$ cat config.mk
export PLATFORM = sky130hd
export DESIGN_NAME = dmem_arbiter
export DESIGN_NICKNAME = d
export VERILOG_FILES = /design/src/rtl/dmem_arbiter.sv
export SDC_FILE = /design/constraint.sdc
export NUM_CORES = 1
export LEC_CHECK = 0
export CAP_MARGIN = 0
export CORE_ASPECT_RATIO = 0.8
export CORE_MARGIN = 3
export CORE_UTILIZATION = 60
export CTS_CLUSTER_DIAMETER = 200
export CTS_CLUSTER_SIZE = 25
export DETAILED_ROUTE_END_ITERATION = 12
export DONT_BUFFER_PORTS = 1
export GPL_TIMING_DRIVEN = 0
export PLACE_DENSITY_LB_ADDON = 0.1
export SYNTH_ARGS = -nofsm -noshare
export SYNTH_HDL_FRONTEND = slang
export SYNTH_SLANG_ARGS = --single-unit
$ cat constraint.sdc
create_clock -name i_clk -period 5 [get_ports i_clk]
set_input_delay 0.5 -clock i_clk [delete_from_list [all_inputs] [get_ports i_clk]]
set_output_delay 0.5 -clock i_clk [all_outputs]
set_load 0.02 [all_outputs]
$ cat src/rtl/dmem_arbiter.sv
// dmem_arbiter: shares the data-memory port between the CPU MEM stage and a debug/loader requester.
// Define DMEM_ARB_PERF_EN to add the saturating o_stall_count performance counter.
module dmem_arbiter #(
    parameter int ADDR_WIDTH   = 8,
    parameter int DATA_WIDTH   = 16,
    parameter int STARVE_LIMIT = 3,
    parameter int CNT_WIDTH    = 16
) (
    input  logic                  i_clk,
    input  logic                  i_rst_n,
    input  logic                  i_cpu_req,
    input  logic                  i_cpu_we,
    input  logic [ADDR_WIDTH-1:0] i_cpu_addr,
    input  logic [DATA_WIDTH-1:0] i_cpu_wdata,
    output logic [DATA_WIDTH-1:0] o_cpu_rdata,
    output logic                  o_cpu_stall,
    input  logic                  i_dbg_req,
    input  logic                  i_dbg_we,
    input  logic [ADDR_WIDTH-1:0] i_dbg_addr,
    input  logic [DATA_WIDTH-1:0] i_dbg_wdata,
    output logic [DATA_WIDTH-1:0] o_dbg_rdata,
    output logic                  o_dbg_ack,
    output logic                  o_mem_read,
    output logic                  o_mem_write,
    output logic [ADDR_WIDTH-1:0] o_mem_addr,
    output logic [DATA_WIDTH-1:0] o_mem_wdata,
`ifdef DMEM_ARB_PERF_EN
    output logic [CNT_WIDTH-1:0]  o_stall_count,
`endif
    input  logic [DATA_WIDTH-1:0] i_mem_rdata
);
    typedef enum logic {IDLE, DBG_ACK} state_t;
    localparam logic [7:0] LIMIT = 8'(STARVE_LIMIT);

    state_t     r_state, w_state_nxt;
    logic [7:0] r_starve_cnt, w_starve_nxt;
    logic       w_dbg_grant, w_cpu_grant;

    // Grants are gated by reset so nothing reaches memory while it is held.
    assign w_dbg_grant = i_rst_n & (r_state == IDLE) & i_dbg_req & (~i_cpu_req | (r_starve_cnt == LIMIT));
    assign w_cpu_grant = i_rst_n & i_cpu_req & ~w_dbg_grant;

    assign o_mem_read  = w_cpu_grant ? ~i_cpu_we : w_dbg_grant & ~i_dbg_we;
    assign o_mem_write = w_cpu_grant ? i_cpu_we : w_dbg_grant & i_dbg_we;
    assign o_mem_addr  = w_cpu_grant ? i_cpu_addr : w_dbg_grant ? i_dbg_addr : '0;
    assign o_mem_wdata = w_cpu_grant ? i_cpu_wdata : w_dbg_grant ? i_dbg_wdata : '0;
    assign o_cpu_rdata = i_mem_rdata;
    assign o_cpu_stall = i_rst_n & i_cpu_req & ~w_cpu_grant;

    always_comb begin
        w_state_nxt  = (r_state == IDLE && w_dbg_grant) ? DBG_ACK : IDLE;
        w_starve_nxt = w_dbg_grant ? 8'd0
                     : (r_state == IDLE && i_dbg_req && r_starve_cnt != LIMIT) ? r_starve_cnt + 8'd1
                     : r_starve_cnt;
    end

    always_ff @(posedge i_clk or negedge i_rst_n) begin
        if (!i_rst_n) begin
            r_state      <= IDLE;
            r_starve_cnt <= 8'd0;
            o_dbg_ack    <= 1'b0;
            o_dbg_rdata  <= '0;
        end else begin
            r_state      <= w_state_nxt;
            r_starve_cnt <= w_starve_nxt;
            o_dbg_ack    <= w_dbg_grant;
            if (w_dbg_grant && !i_dbg_we)
                o_dbg_rdata <= i_mem_rdata;
        end
    end

`ifdef DMEM_ARB_PERF_EN
    logic [CNT_WIDTH-1:0] r_stall_count;
    assign o_stall_count = r_stall_count;
    always_ff @(posedge i_clk or negedge i_rst_n) begin
        if (!i_rst_n)
            r_stall_count <= '0;
        else if (o_cpu_stall && !(&r_stall_count))
            r_stall_count <= r_stall_count + 1'b1;
    end
`endif
endmodule

Yosys cells after proc, flatten, opt, wreduce, memory -nomap -nowiden

Cells that the tools add are included.
Widths: inputs -> output; s select.

Output and inout bits: 60
Input port bits: 70
Register bits after elaboration: 26

Multiplexer cells: 9
Add/sub/neg operators: 1
Reductions and logical operators: 6
Bitwise logic cells: 15
Eq/ne operators: 2

Operators with widths:

| kind                | number |
|---|---|
| $mux 16             | 2 |
| $mux 8              | 4 |
| $add 8x1->8 const B | 1 |
| $and 1x1->1         | 8 |
| $eq 8x2->1 const B  | 1 |
| $ne 8x2->1 const B  | 1 |
| $not 1->1           | 6 |
| $logic_and 1x1->1   | 4 |
| $mux 1              | 3 |
| $reduce_bool 2->1   | 1 |
| $logic_not 1->1     | 1 |
| $or 1x1->1          | 1 |

Logic depth before layout (Yosys ltp)

Depth in word-level cells: 8
Mapped depth: 7

Least setup slack after synthesis

Ideal clock, no wire load.

Kind: register to output
From: register r_starve_cnt[0]
To: output o_mem_read
Setup slack: 2.666 ns
Arrival: 1.834 ns
Required time: 4.500 ns
Cell stages (with the launch flop): 8
Path through: dfrtp_1 > ha_1 > nor3b_2 > a21boi_2 > or3_1 > buf_6 > buf_6 > o21ai_0

Cells in the longest elaborated chain, start to end: 6
Elaborated cells between the ends (all ways): 7

Ends and longest elaborated chain:

| item                     | line | text |
|---|---|---|
| start: declaration       | 36   | `logic [7:0] r_starve_cnt, w_starve_nxt;` |
| start signal: assignment | 65   | `r_starve_cnt <= w_starve_nxt;` |
| $eq 8x2->1 (*)           | 40   | `assign w_dbg_grant = i_rst_n & (r_state == IDLE) & i_dbg_req & (~i_cpu_req \| (r_starve_cnt == LIMIT));` |
| $or 1x1->1 (*)           | 40   |  |
| $and 1x1->1 (*)          | 40   |  |
| $not 1->1                | 41   | `assign w_cpu_grant = i_rst_n & i_cpu_req & ~w_dbg_grant;` |
| $and 1x1->1              | 41   |  |
| $mux 1 (*)               | 43   | `assign o_mem_read = w_cpu_grant ? ~i_cpu_we : w_dbg_grant & ~i_dbg_we;` |
| end: declaration         | 23   | `output logic o_mem_read,` |

Mark *: on every way between the ends. The rest lies on a longest branch, timed or not.

Final worst setup path

From: register r_starve_cnt[0]
To: output o_mem_addr[1]

Cells in the longest elaborated chain, start to end: 6
Elaborated cells between the ends (all ways): 7

Ends and longest elaborated chain:

| item             | line | text |
|---|---|---|
| $eq 8x2->1 (*)   | 40   |  |
| $or 1x1->1 (*)   | 40   |  |
| $and 1x1->1 (*)  | 40   |  |
| $not 1->1        | 41   |  |
| $and 1x1->1      | 41   |  |
| $mux 8 (*)       | 45   | `assign o_mem_addr = w_cpu_grant ? i_cpu_addr : w_dbg_grant ? i_dbg_addr : '0;` |
| end: declaration | 25   | `output logic [ADDR_WIDTH-1:0] o_mem_addr,` |

Marked as above.

==> impl_metrics.env <==
export IMPL_status="finished clean"
export IMPL_synth_edf_count=0
export IMPL_ant_nets=0
export IMPL_synth_xor_area_frac=0.0283
export IMPL_whs_path_depth=2
export IMPL_wl_um=3990
export IMPL_required_ps=4500
export IMPL_powerDensity_nw_per_um2=455
export IMPL_grt_antenna_before_repair=0
export IMPL_areaGrowthSynthToFinish_pct=8.08
export IMPL_synth_distinct_cells=32
export IMPL_io_buffers=0
export IMPL_yosysMostFrequentCell="dfrtp_1"
export IMPL_core_um2=2290
export IMPL_htree_levels=1
export IMPL_vias=1106
export IMPL_firstDrtPassIters=4
export IMPL_synth_area_um2=1550
export IMPL_synth_simple_area_share=0.110
export IMPL_place_congestion=0.892
export IMPL_worstReg2RegEnd="o_dbg_rdata[13]$_DFFE_PN0P_"
export IMPL_fin_cells=178
export IMPL_drv_cap=0
export IMPL_tightest_slew_ps=681
export IMPL_layout_min_cycle_time_ps=3150
export IMPL_cts_resized=0
export IMPL_synth_top_flop_cell="dfrtp_1"
export IMPL_clk_latency_ps=320
export IMPL_globalRouteMet2Util=0.446
export IMPL_r2r_slack_ps=2770
export IMPL_globalRouteMet3Util=0.0879
export IMPL_drc=0
export IMPL_synth_fa_ha_area_frac=0.00808
export IMPL_rsz0062_at_grt="no"
export IMPL_synth_area_leaders="dfrtp_1 42%, a22o_1 14%, mux2_4 8.7%, buf_4 7.8%, mux2_2 5.1%"
export IMPL_wire_per_inst_um=22.4
export IMPL_crit_type="flop to output port"
export IMPL_synth_compound_area_frac=0.175
export IMPL_synth_top_cell_by_area="dfrtp_1"
export IMPL_ys_seq_area_frac=0.420
export IMPL_yosysWarnings=0
export IMPL_cts_made_buffers=3
export IMPL_first_iter_violations=25
export IMPL_slew_violations=0
export IMPL_tns_ps=0
export IMPL_cts_reportedPaths_clkPinSlew_ps=140
export IMPL_utilization=0.731
export IMPL_syn_avg_cell_area_um2=11.2
export IMPL_reg2reg_depth=7
export IMPL_syn_inst=138
export IMPL_startpoint_type="flop"
export IMPL_die_area_um2=3230
export IMPL_vdd_drop_max_mv=0.287
export IMPL_synthMuxAreaShare=0.145
export IMPL_crit_path_end_kind="output port"
export IMPL_use_met1=0.268
export IMPL_rows=15
export IMPL_diodes=0
export IMPL_yosysTopAreaCellShare=0.420
export IMPL_grt_pass1_vias=1106
export IMPL_fin_skew_ps=10.4
export IMPL_grt_util_all_layers=0.240
export IMPL_hold_viol=0
export IMPL_synth_top_family_by_area="compound AO/OA/AOI/OAI gates"
export IMPL_max_slew_margin=0.541
export IMPL_grt_max_degree=27
export IMPL_start_util=0.676
export IMPL_crit_fanout=10
export IMPL_synth_nets=209
export IMPL_drive_gt1_frac=0.292
export IMPL_min_from="i_rst_n"
export IMPL_yosys_register_bits=26
export IMPL_fmax_mhz=317
export IMPL_cts_tree="done"
export IMPL_synthTopCellsByCount="26 x dfrtp_1, 25 x a22o_1, 16 x buf_4, 10 x nor2_1, 9 x mux2_4"
export IMPL_clockRootBuffer="clkbuf_4"
export IMPL_hold_end="r_state$_DFF_PN0_"
export IMPL_arrival_ps=2650
export IMPL_die_x_um=62.8
export IMPL_grt_pass1_wl_um=5890
export IMPL_placed_area_um2=1590
export IMPL_nNetsFinal=216
export IMPL_die_h_um=51.4
export IMPL_cts_path_max_buffers=2
export IMPL_placed_cells=172
export IMPL_grt_overflow=0
export IMPL_clkSinkCount=26
export IMPL_viasPerCell=6.21
export IMPL_async_flop_share=1.00
export IMPL_busiest_layer="met2"
export IMPL_leakagePower_nw=0.785
export IMPL_setup_violations=0
export IMPL_dpl_hpwl_um=3170
export IMPL_io_pins=130
export IMPL_hp_class="primary input to flop"
export IMPL_rr_startpoint="r_starve_cnt[0]$_DFFE_PN0P_"
export IMPL_fin_crit_sh=0.631
export IMPL_final_area_um2=1670
==> metal layers <==
| metal | vias up | part of all wire |
|---|---|---|
| li1 | 503 | - |
| met1 | 541 | 0.37 |
| met2 | 57 | 0.53 |
| met3 | 5 | 0.091 |
| met4 | 0 | 0.0063 |
| met5 | - | 0 |
==> cell families (layout without fill, tap and decap cells) <==
group / after synthesis / in the layout
flip-flops: 26 / 26
AND/OR/NAND/NOR: 30 / 30
buffers and inverters: 27 / 33
multiplexers: 17 / 17
XOR/XNOR: 5 / 5
adder cells (fa/ha/maj): 1 / 1
AO/OA/AOI/OAI: 32 / 32
==> how the worst max path moves through the flow <==
stage	start	to	slack, ps
floorplan	r_starve_cnt[0]$_DFFE_PN0P_	o_mem_read	2670
global placement	r_starve_cnt[0]$_DFFE_PN0P_	o_mem_wdata[14]	2350
detailed placement	r_starve_cnt[0]$_DFFE_PN0P_	o_mem_addr[1]	2300
CTS	r_starve_cnt[0]$_DFFE_PN0P_	o_mem_addr[1]	1890
global route	r_starve_cnt[0]$_DFFE_PN0P_	o_mem_addr[1]	1660
finish	r_starve_cnt[0]$_DFFE_PN0P_	o_mem_addr[1]	1850
==> layout by cell type, fill, tap and decap left out, drive strengths merged <==
cell type / n
and2: 1
buf: 19
a21boi: 1
nor2b: 1
bufinv: 1
nand2: 4
nor2: 10
o21ai: 1
xor2: 2
inv: 3
o2111ai: 1
nand3b: 1
a22o: 25
mux2: 16
nor3: 1
dfrtp: 26
clkbuf: 9
o311ai: 1
ha: 1
a211oi: 1
and3: 1
nor3b: 1
nand4: 3
a21oi: 2
xnor2: 3
mux2i: 1
nor4: 2
dlygate4sd3: 1
nand3: 3
nand2b: 1
or3: 1
==> registers in the layout, indices dropped and copies added, names as in the netlist <==
signal / count
r_state: 1
o_dbg_rdata: 16
r_starve_cnt: 8
o_dbg_ack: 1
==> report_power, final <==
group | switching, mW | leakage (nW) | total, mW | internal (mW)
clock | 0.0605 | 0.0279 | 0.142 | 0.0811
combinational | 0.112 | 0.432 | 0.219 | 0.107
sequential | 0.126 | 0.325 | 0.401 | 0.275
total | 0.299 | 0.785 | 0.762 | 0.463
==> final cells by class <==
class                           instances  area, um2
Tap cell                               34       42.5
Clock inverter                          1       30.0
Inverter                                3       11.3
Fill cell                             163        617
Clock buffer                            3       22.5
Buffer                                 24        165
Multi-Input combinational cell         85        721
Sequential cell                        26        651
Timing Repair Buffer                    2       30.0
==> per-stage QoR <==
| stage | power (mW) | setup WS (ps) | hold slack (ps) |
|---|---|---|---|
| 6_report | 0.762 | 1850 | 312 |
| 5_1_grt | 0.798 | 1660 | 286 |
| 4_1_cts | 0.766 | 1890 | 295 |
| 3_5_place_dp | 0.617 | 2300 | 205 |
| 3_3_place_gp | 0.606 | 2350 | 205 |
| 2_1_floorplan | 0.571 | 2670 | 204 |
==> what timing repair did <==
item                      CTS  global route
buffers inserted            0             0
hold buffers                2             0
hold endpoints to repair   26             0
==> critical path: stages, from the launching register on <==
cell and delay, ps:
dfrtp_1 440, ha_1 210, nor3b_2 360, a21boi_2 120, nor2_1 430, clkbuf_1 390, a22o_1 370
Power figures use the tool's default switching activity.
